$ cat config.mk
export PLATFORM = sky130hd
export DESIGN_NAME = lcd_char_writer
export DESIGN_NICKNAME = d
export VERILOG_FILES = /design/src/rtl/lcd_pkg.sv /design/src/rtl/lcd_nibble_tx.sv /design/src/rtl/lcd_char_writer.sv
export SDC_FILE = /design/constraint.sdc
export NUM_CORES = 1
export LEC_CHECK = 0
export CORE_MARGIN = 1
export CORE_UTILIZATION = 58
export DETAILED_ROUTE_END_ITERATION = 10
export PLACE_DENSITY = 0.77
export SETUP_SLACK_MARGIN = 0.02
export SLEW_MARGIN = 20
export SYNTH_ARGS = -nofsm -noshare
export SYNTH_HDL_FRONTEND = slang
export SYNTH_SLANG_ARGS = --single-unit
$ cat constraint.sdc
create_clock -name clk -period 6.41 [get_ports clk]
set_input_delay 0.641 -clock clk [delete_from_list [all_inputs] [get_ports clk]]
set_output_delay 0.641 -clock clk [all_outputs]
set_load 0.02 [all_outputs]
$ cat src/rtl/lcd_pkg.sv
// Shared types and constants for the Spartan-3E character LCD writer.
// Delays are in microseconds; users scale by CLK_MHZ.
package lcd_pkg;

  typedef enum logic [2:0] {
    PWR_WAIT, INIT, CFG, SET_ADDR, WRITE_CHAR, NEXT, DONE
  } lcd_state_e;

  typedef enum logic [2:0] {
    TX_IDLE, TX_SETUP, TX_EHI, TX_HOLD, TX_POST
  } tx_phase_e;

  localparam logic [7:0] CMD_FUNC_SET = 8'h28;
  localparam logic [7:0] CMD_ENTRY    = 8'h06;
  localparam logic [7:0] CMD_DISP_ON  = 8'h0C;
  localparam logic [7:0] CMD_CLEAR    = 8'h01;
  localparam logic [7:0] CMD_LINE1    = 8'h80;
  localparam logic [7:0] CMD_LINE2    = 8'hC0;

  localparam logic [15:0] PWR_US   = 16'd15000;
  localparam logic [15:0] INIT1_US = 16'd4100;
  localparam logic [15:0] INIT2_US = 16'd100;
  localparam logic [15:0] CMD_US   = 16'd40;
  localparam logic [15:0] NIB_US   = 16'd1;
  localparam logic [15:0] CLEAR_US = 16'd1640;

  function automatic logic [3:0] pick_nib(input logic [7:0] b, input logic lo);
    return lo ? b[3:0] : b[7:4];
  endfunction

endpackage

$ cat src/rtl/lcd_nibble_tx.sv
// One 4-bit LCD transfer: 2-cycle setup, E_CYCLES enable pulse, 1-cycle hold,
// then a caller-supplied post-wait. A new start is accepted in the done cycle.
module lcd_nibble_tx import lcd_pkg::*; #(
  parameter int E_CYCLES = 12
) (
  input  logic        clk,
  input  logic        rst_n,
  input  logic        start,
  input  logic [3:0]  nibble,
  input  logic        rs,
  input  logic [23:0] wait_cycles,
  output logic        done,
  output logic        lcd_e,
  output logic [3:0]  lcd_d,
  output logic        lcd_rs
);

  tx_phase_e   ph, ph_n;
  logic [23:0] cnt, cnt_n, wait_q;
  logic        load;

  assign done = (ph == TX_POST) && (cnt == 24'd0);
  assign load = start && ((ph == TX_IDLE) || done);

  always_comb begin
    ph_n  = ph;
    cnt_n = cnt;
    if (load) begin
      ph_n  = TX_SETUP;
      cnt_n = 24'd1;
    end else begin
      case (ph)
        TX_SETUP: if (cnt == 24'd0) begin
                    ph_n  = TX_EHI;
                    cnt_n = 24'(E_CYCLES - 1);
                  end else cnt_n = cnt - 24'd1;
        TX_EHI:   if (cnt == 24'd0) ph_n = TX_HOLD;
                  else cnt_n = cnt - 24'd1;
        TX_HOLD:  begin
                    ph_n  = TX_POST;
                    cnt_n = wait_q - 24'd1;
                  end
        TX_POST:  if (cnt == 24'd0) ph_n = TX_IDLE;
                  else cnt_n = cnt - 24'd1;
        default:  ph_n = TX_IDLE;
      endcase
    end
  end

  always_ff @(posedge clk or negedge rst_n) begin
    if (!rst_n) begin
      ph     <= TX_IDLE;
      cnt    <= '0;
      wait_q <= '0;
      lcd_e  <= 1'b0;
      lcd_d  <= '0;
      lcd_rs <= 1'b0;
    end else begin
      ph    <= ph_n;
      cnt   <= cnt_n;
      lcd_e <= (ph_n == TX_EHI);
      // data/rs only move on load, which is always with E low
      if (load) begin
        lcd_d  <= nibble;
        lcd_rs <= rs;
        wait_q <= wait_cycles;
      end
    end
  end

endmodule

$ cat src/rtl/lcd_char_writer.sv
// HD44780 4-bit init, configuration and 32-character frame writer.
// Define LCD_REFRESH_EN to rewrite the frame every REFRESH_US; otherwise DONE is terminal.
module lcd_char_writer import lcd_pkg::*; #(
  parameter int CLK_MHZ    = 50,
  parameter int E_CYCLES   = 12,
  parameter int REFRESH_US = 100000
) (
  input  logic       clk,
  input  logic       rst_n,
  output logic [4:0] char_addr,
  input  logic [7:0] char_data,
  output logic [3:0] lcd_d,
  output logic       lcd_e,
  output logic       lcd_rs,
  output logic       lcd_rw,
  output logic       sf_ce0,
  output logic       init_done,
  output logic       frame_done
);

  localparam logic [23:0] PWR_CYC = 24'(PWR_US * CLK_MHZ);
  localparam logic [23:0] REF_CYC = 24'(REFRESH_US * CLK_MHZ);

  lcd_state_e  st, st_n;
  logic [2:0]  step, step_n;
  logic [23:0] dly, wait_cyc;
  logic [15:0] wait_us;
  logic [4:0]  idx;
  logic        last, go, tx_done, nib_rs;
  logic [7:0]  byte_q, cfg_byte, addr_cmd;
  logic [3:0]  nib;

  assign char_addr = idx;
  assign lcd_rw    = 1'b0;
  assign sf_ce0    = 1'b1;
  assign addr_cmd  = (idx == 5'd16) ? CMD_LINE2 : CMD_LINE1;
  assign wait_cyc  = 24'(wait_us * CLK_MHZ);

  // The next transfer is launched in the same cycle the current one finishes,
  // so its parameters are decoded from the next state/step.
  always_comb begin
    st_n   = st;
    step_n = step;
    go     = 1'b0;
    case (st)
      PWR_WAIT:   if (dly == PWR_CYC - 24'd1) begin st_n = INIT; step_n = '0; go = 1'b1; end
      INIT:       if (tx_done) begin
                    go = 1'b1;
                    if (step == 3'd3) begin st_n = CFG; step_n = '0; end
                    else step_n = step + 3'd1;
                  end
      CFG:        if (tx_done) begin
                    go = 1'b1;
                    if (step == 3'd7) begin st_n = SET_ADDR; step_n = '0; end
                    else step_n = step + 3'd1;
                  end
      SET_ADDR:   if (tx_done) begin
                    go = 1'b1;
                    if (step[0]) begin st_n = WRITE_CHAR; step_n = '0; end
                    else step_n = 3'd1;
                  end
      WRITE_CHAR: if (tx_done) begin st_n = NEXT; go = 1'b1; end
      NEXT:       if (tx_done) begin
                    if (last) st_n = DONE;
                    else begin
                      go = 1'b1;
                      if (idx == 5'd16) begin st_n = SET_ADDR; step_n = '0; end
                      else st_n = WRITE_CHAR;
                    end
                  end
`ifdef LCD_REFRESH_EN
      DONE:       if (dly == REF_CYC - 24'd1) begin st_n = SET_ADDR; step_n = '0; go = 1'b1; end
`else
      DONE:       ;
`endif
      default:    st_n = PWR_WAIT;
    endcase

    case (step_n[2:1])
      2'd0:    cfg_byte = CMD_FUNC_SET;
      2'd1:    cfg_byte = CMD_ENTRY;
      2'd2:    cfg_byte = CMD_DISP_ON;
      default: cfg_byte = CMD_CLEAR;
    endcase

    nib     = 4'h0;
    nib_rs  = 1'b0;
    wait_us = '0;
    case (st_n)
      INIT:       begin
                    nib = (step_n == 3'd3) ? 4'h2 : 4'h3;
                    case (step_n)
                      3'd0:    wait_us = INIT1_US;
                      3'd1:    wait_us = INIT2_US;
                      default: wait_us = CMD_US;
                    endcase
                  end
      CFG:        begin
                    nib     = pick_nib(cfg_byte, step_n[0]);
                    wait_us = !step_n[0] ? NIB_US : ((step_n == 3'd7) ? CLEAR_US : CMD_US);
                  end
      SET_ADDR:   begin
                    nib     = pick_nib(addr_cmd, step_n[0]);
                    wait_us = step_n[0] ? CMD_US : NIB_US;
                  end
      WRITE_CHAR: begin nib = char_data[7:4]; nib_rs = 1'b1; wait_us = NIB_US; end
      NEXT:       begin nib = byte_q[3:0];    nib_rs = 1'b1; wait_us = CMD_US; end
      default:    ;
    endcase
  end

  always_ff @(posedge clk or negedge rst_n) begin
    if (!rst_n) begin
      st         <= PWR_WAIT;
      step       <= '0;
      dly        <= '0;
      idx        <= '0;
      last       <= 1'b0;
      byte_q     <= '0;
      init_done  <= 1'b0;
      frame_done <= 1'b0;
    end else begin
      st   <= st_n;
      step <= step_n;
      if (st_n != st) dly <= '0;
      else if (st == PWR_WAIT || (st == DONE && dly != REF_CYC - 24'd1)) dly <= dly + 24'd1;
      if (go && st_n == WRITE_CHAR) byte_q <= char_data;
      // address advances as the low nibble launches, well before the next sample
      if (st == WRITE_CHAR && st_n == NEXT) begin
        last <= (idx == 5'd31);
        if (idx != 5'd31) idx <= idx + 5'd1;
      end
      if (st == DONE && st_n == SET_ADDR) begin
        idx  <= '0;
        last <= 1'b0;
      end
      if (st == CFG && st_n == SET_ADDR) init_done <= 1'b1;
      frame_done <= (st == NEXT) && (st_n == DONE);
    end
  end

  lcd_nibble_tx #(.E_CYCLES(E_CYCLES)) u_tx (
    .clk         (clk),
    .rst_n       (rst_n),
    .start       (go),
    .nibble      (nib),
    .rs          (nib_rs),
    .wait_cycles (wait_cyc),
    .done        (tx_done),
    .lcd_e       (lcd_e),
    .lcd_d       (lcd_d),
    .lcd_rs      (lcd_rs)
  );

endmodule

==> results.tsv, run 1 <==
metric	value	unit
post_cts_resized	0	
first_pass_iters	4	
synth_top_area_cell	dfrtp_1	
yosys-top-cells-count	dfrtp_1 (92), nand2_1 (77), nor2_1 (76), o21ai_0 (59), ha_1 (34)	
setup_slack	1.22	ns
synth_warnings	0	
synth_edf_count	0	
final_nets	738	
ctsLongestPathBuffers	2	
wire_per_inst	16.4	um
cts_htree_levels	3	
area_growth_syn_to_layout	8.46	%
routed_wl	13600	um
hold_buffers	0	
dpl_cell_area	0.00630	mm^2
numCtsBuffers	9	
r2r_cells	17	
clk_latency	0.39	ns
grt_pass1_vias	4919	
worstSetupStartpointType	flop	
finalSetupViolCount	0	
dieArea	0.0108	mm^2
cts.clk_slew.worst_paths	0.10	ns
antenna_found_initial	0	
drc	0	
syn_area_per_cell	8.80	um^2
synth_area_leaders	dfrtp_1 (38%), ha_1 (7.1%), o21ai_0 (4.9%), nand2_1 (4.8%), nor2_1 (4.7%)	
synthCells	684	
yosysUniqueCellTypes	76	
synth.yosys.seq_area_share	0.383	
maxCapViolCount	0	
cp-startpoint	st[2]	
gr-total-overflow	0	
grt_max_degree	49	
required	6.73	ns
place_congestion	0.923	
fp.dieH	104	um
finalHoldViolations	0	
post_cts_buffers	0	
via_per_inst	6.05	
min_period_over_period	0.810	
fin_area	0.00653	mm^2
design.core.area	0.00991	mm^2
fin_crit	5.19	ns
hp-class	primary input to async pin	
timing.rr.end	u_tx.wait_q[14]	
relSlewSlack	0.456	
cts_root_buf	clkbuf_8	
end_kind	flop	
utilization	0.659	
ys_ff_latch	92	
outcome	finished clean	
place_ws	1.29	ns
p_leak	3.05	nW
yosysTopAreaCellShare	0.383	
grt_pass1_wl	23500	um
clock_sinks	92	
rows	36	
grtUsageTotal	0.269	
cts_tree	yes	
rsz0062_at_grt	false	
async_flop_share	1.00	
antenna_left	0	
drt_iter0_drc	242	
r2r_slack	1.22	ns
syn_area	0.00602	mm^2
fmax	193	MHz
skew	0.0121	ns
fin_tns_setup	0	ns
vias	5027	
start_util	0.607	
dp_hpwl	9900	um
timing.rr.start	st[2]	
powerDensity	161	mW/mm^2
die_w	104	um
critPathArrivalTime	5.51	ns
tightestPinTransition	0.814	ns
synth_most_common_cell	dfrtp_1	
drive_gt1_frac	0.0702	
slew_viol_final	0	
synthFlopType	dfrtp_1	
portBuffers	22	
antenna_cells	0	
ios	25	
criticalPathCategory	flop to flop	
ir_drop	0.156	mV
synth_fp_nets	729	
cp_max_fo	19	
[per-layer routing]
metal | vias to the layer above | wire [um] | GRT usage | part of all wire
met2 | 125 | 6550 | 0.432 | 0.48
met3 | 29 | 619 | 0.0614 | 0.045
met4 | 0 | 281 | 0.0969 | 0.021
li1 | 2439 | - | - | -
met5 | - | 0 | 0 | 0
met1 | 2434 | 6180 | 0.356 | 0.45
[cell type report]
type,count,area [um^2]
multi-input combinational,536,3490
fill,802,3380
sequential,92,2300
timing repair buffer,25,240
tap,133,166
clock buffer,10,128
inverter,29,109
clock inverter,6,95.1
[logic make-up (layout without fill, tap and decap cells)]
kind of cell,after synthesis,after routing,share of synthesized area
adders and majority gates,35,35,0.0740
AOI/OAI and AO/OA,150,150,0.164
buffers and inverters,56,70,0.0380
and+or+nand+nor,290,290,0.250
DFF,92,92,0.383
muxes,11,11,0.0198
xor gates and xnor gates,48,48,0.0699
other,2,2,0.00125
[layout by cell type (no fill, tap or decap), types with 4 or more instances in the layout]
master and count:
clkbuf_8 9, mux2i_1 4, o211ai_1 4, o32ai_1 4, o221ai_1 4, a21o_1 6, nand4_1 13, a22o_1 13
xor2_1 24, and2_1 5, a31oi_1 5, ha_1 34, or3_2 4, nor3_1 17, clkdlybuf4s50_1 21, nand3_1 22
mux2_2 7, and3_1 7, nand2_1 77, nand2b_1 13, nor2_1 76, o21ai_0 59, or4_1 4, or3_1 7
a21oi_1 18, inv_1 29, buf_4 4, nor4b_1 4, nor2b_1 7, nor4_1 8, dfrtp_1 92, o22ai_1 8
xnor2_1 24
[worst max-delay path, stage by stage (launching register included)]
cell and delay (ns):
dfrtp_1 0.60, nor4b_1 0.55, nand2_1 0.09, or3_1 0.37, a21boi_0 0.17, a22oi_1 0.58
inv_1 0.19, o31ai_1 0.65, ha_1 0.37, ha_1 0.34, a31oi_1 0.26, nor2b_1 0.10
o211ai_1 0.17, nand2b_1 0.08, a21oi_1 0.22, o21ai_0 0.14, xnor2_1 0.13, o21ai_0 0.13
[state kept, by name (all words and copies together), names as in the netlist]
signal	count
u_tx.wait_q	17
byte_q	4
step	3
last	1
u_tx.cnt	24
frame_done	1
st	3
u_tx.lcd_rs	1
char_addr	5
u_tx.ph	3
init_done	1
u_tx.lcd_e	1
dly	24
u_tx.lcd_d	4
[report_power, final]
group	internal, mW	leakage [nW]	switching (mW)
sequential	0.581	1.25	0.000666
combinational	0.00618	1.69	0.0132
clock	0.224	0.105	0.223
[stage by stage]
stage | hold WS [ns] | cells | power (mW)
final | 0.221 | 831 | 1.05
after global routing | 0.278 | 831 | 1.08
after CTS | 0.250 | 831 | 1.06
after detailed placement | 0.472 | 815 | 0.614
after global placement | 0.454 | 815 | 0.613
after floorplan | 0.345 | 684 | 0.597
[worst max-delay path by stage]
stage / end / slack (ns)
2_1_floorplan: u_tx.wait_q[14] / 1.92
4_1_cts: u_tx.wait_q[14] / 1.22
5_1_grt: u_tx.wait_q[14] / 0.73
3_5_place_dp: u_tx.wait_q[14] / 1.29
6_report: u_tx.wait_q[14] / 1.22
3_3_place_gp: u_tx.wait_q[14] / 1.28
Power figures use the tool's default switching activity.
==> run 2, diff against run 1 <==
--- a/config.mk
+++ b/config.mk
@@ -6,7 +6,7 @@
 export NUM_CORES = 1
 export LEC_CHECK = 0
 export CORE_MARGIN = 1
-export CORE_UTILIZATION = 58
+export CORE_UTILIZATION = 56
 export DETAILED_ROUTE_END_ITERATION = 10
 export PLACE_DENSITY = 0.77
 export SETUP_SLACK_MARGIN = 0.02
==> constraint.sdc (replaced) <==
create_clock -name clk -period 4.6 [get_ports clk]
set_input_delay 0.46 -clock clk [delete_from_list [all_inputs] [get_ports clk]]
set_output_delay 0.46 -clock clk [all_outputs]
set_load 0.02 [all_outputs]
==> results.tsv, run 2 (synthesis gave the netlist of run 1 again) <==
metric	value	unit	change
r2r_slack	0.19	ns	-1.02 ns
end_kind	flop		
cp_max_fo	3		-16
instances_no_fill	872		+4.9%
cts.clk_slew.worst_paths	0.09	ns	about the same
cts_root_buf	clkbuf_8		
slew_viol_final	0		unchanged
final_common_cell	dfrtp_1		
design.core.area	0.0104	mm^2	+4.6%
grt_max_degree	51		+4.1%
criticalPathCategory	flop to flop		
tightestPinTransition	0.779	ns	-0.0354 ns
clk_latency	0.38	ns	about the same
fmax	227	MHz	+18%
clock_sinks	92		unchanged
drive_gt1_frac	0.156		+0.0860
fin_area	0.00697	mm^2	+6.8%
place_ws	-0.0396	ns	-1.33 ns
dpl_cell_area	0.00650	mm^2	+3.2%
antenna_found_initial	0		unchanged
ir_drop	0.182	mV	+17%
wire_per_inst	17.1	um	+4.5%
numCtsBuffers	9		unchanged
critPathArrivalTime	4.71	ns	-0.80 ns
r2r_cells	21		+4
grt_pass1_wl	25000	um	+6.3%
first_pass_iters	5		+1
hold_ws	0.0556	ns	-0.166 ns
ios	25		unchanged
finalHoldViolations	0		unchanged
antenna_left	0		unchanged
hp-class	primary input to async pin		
busiest_layer	met2		
rows	37		+2.8%
relSlewSlack	0.479		+0.0237
placed_cells	844		+3.6%
area_growth_syn_to_layout	15.9	%	
required	4.90	ns	-1.83 ns
power	1.40	mW	+34%
dp_hpwl	10500	um	+6.2%
finalSetupViolCount	0		unchanged
dieArea	0.0112	mm^2	+3.5%
hold_buffers	0		unchanged
drt_iter0_drc	430		+78%
seq_area	0.00230	mm^2	about the same
skew	0.00680	ns	-0.00525 ns
die_w	106	um	+1.7%
min_period_over_period	0.958		+0.148
routed_wl	14900	um	+9.6%
grtUsageTotal	0.282		+0.0135
vias	5384		+7.1%
n_fill_cell	839		+4.6%
top_regs	dly: 24 flops, u_tx.cnt: 24 flops, u_tx.wait_q: 17 flops		
grt_pass1_vias	5184		+5.4%
drc	0		unchanged
final_nets	776		+5.1%
fin_tns_setup	0	ns	unchanged
worstSetupStartpointType	flop		
powerDensity	201	mW/mm^2	+25%
maxCapViolCount	0		unchanged
fp.dieH	106	um	+1.7%
via_per_inst	6.17		+2.1%
outcome	finished clean		
cts_tree	yes		
ctsLongestPathBuffers	2		unchanged
p_leak	3.28	nW	+7.7%
fin_crit	4.41	ns	-0.785 ns
multi_input_area	0.00366	mm^2	+5.0%
use_met3	0.0390		-0.0224
cts_htree_levels	3		unchanged
gr-total-overflow	0		unchanged
grt_use_met2	0.454		+0.0223
antenna_cells	0		unchanged
start_util	0.580		-0.0270
setup_slack	0.192	ns	-1.02 ns
grt_use_met1	0.381		+0.0251
place_congestion	0.944		+2.2%
final_cell_mix	dfrtp_1 (91), nand2_1 (77), nor2_1 (74)		
portBuffers	22		unchanged
utilization	0.672		+0.0137
-- run 2: worst paths after layout --
| check | from | endpoint |
|---|---|---|
| max | u_tx.cnt[1] | u_tx.wait_q[15] |
| min | rst_n | char_addr[1] |
| max reg2reg | u_tx.cnt[1] | u_tx.wait_q[15] |
| min reg2reg | init_done | init_done |
| max in group asynchronous | rst_n | u_tx.cnt[21] |
| min in group clk | init_done | init_done |
-- run 2: area by class of cell --
type                    count  area share
clock buffers              11      0.0217
clock inverters             5     0.00718
inverters                  29      0.0156
multi-input cells         536       0.525
flip-flops and latches     92       0.330
well taps                 136      0.0244
repair buffers             63      0.0759
-- run 2: metal layers --
layer | wire length [um] | up-vias | part of all wire
li1 | - | 2525 | -
met1 | 6610 | 2631 | 0.44
met2 | 7190 | 198 | 0.48
met3 | 793 | 30 | 0.053
met4 | 341 | 0 | 0.023
met5 | 0 | - | 0
-- run 2: report_power, final --
part	switching, mW	internal (mW)
clock network	0.290	0.277
logic	0.0185	0.00860
registers	0.000944	0.810
total	0.309	1.10
-- run 2: repair_timing --
item / 4_1_cts / 5_1_grt
setup endpoints to repair: 2 / 6
gates resized for setup: 6 / 33
pin swaps: 2 / 8
setup buffers: 1 / 11
-- run 2: worst max-delay path: stages (launching register included) --
cell	delay, ns
dfrtp_1	0.41
inv_1	0.10
ha_1	0.16
nor2b_4	0.17
nand4_4	0.13
or3_4	0.43
a211oi_4	0.33
inv_2	0.08
a21o_1	0.19
nand3_1	0.09
inv_1	0.08
ha_1	0.28
inv_1	0.04
ha_1	0.30
ha_2	0.38
a21o_1	0.13
a21o_1	0.16
a31oi_2	0.14
o41ai_2	0.30
buf_4	0.18
nand3_1	0.07
o21ai_0	0.17
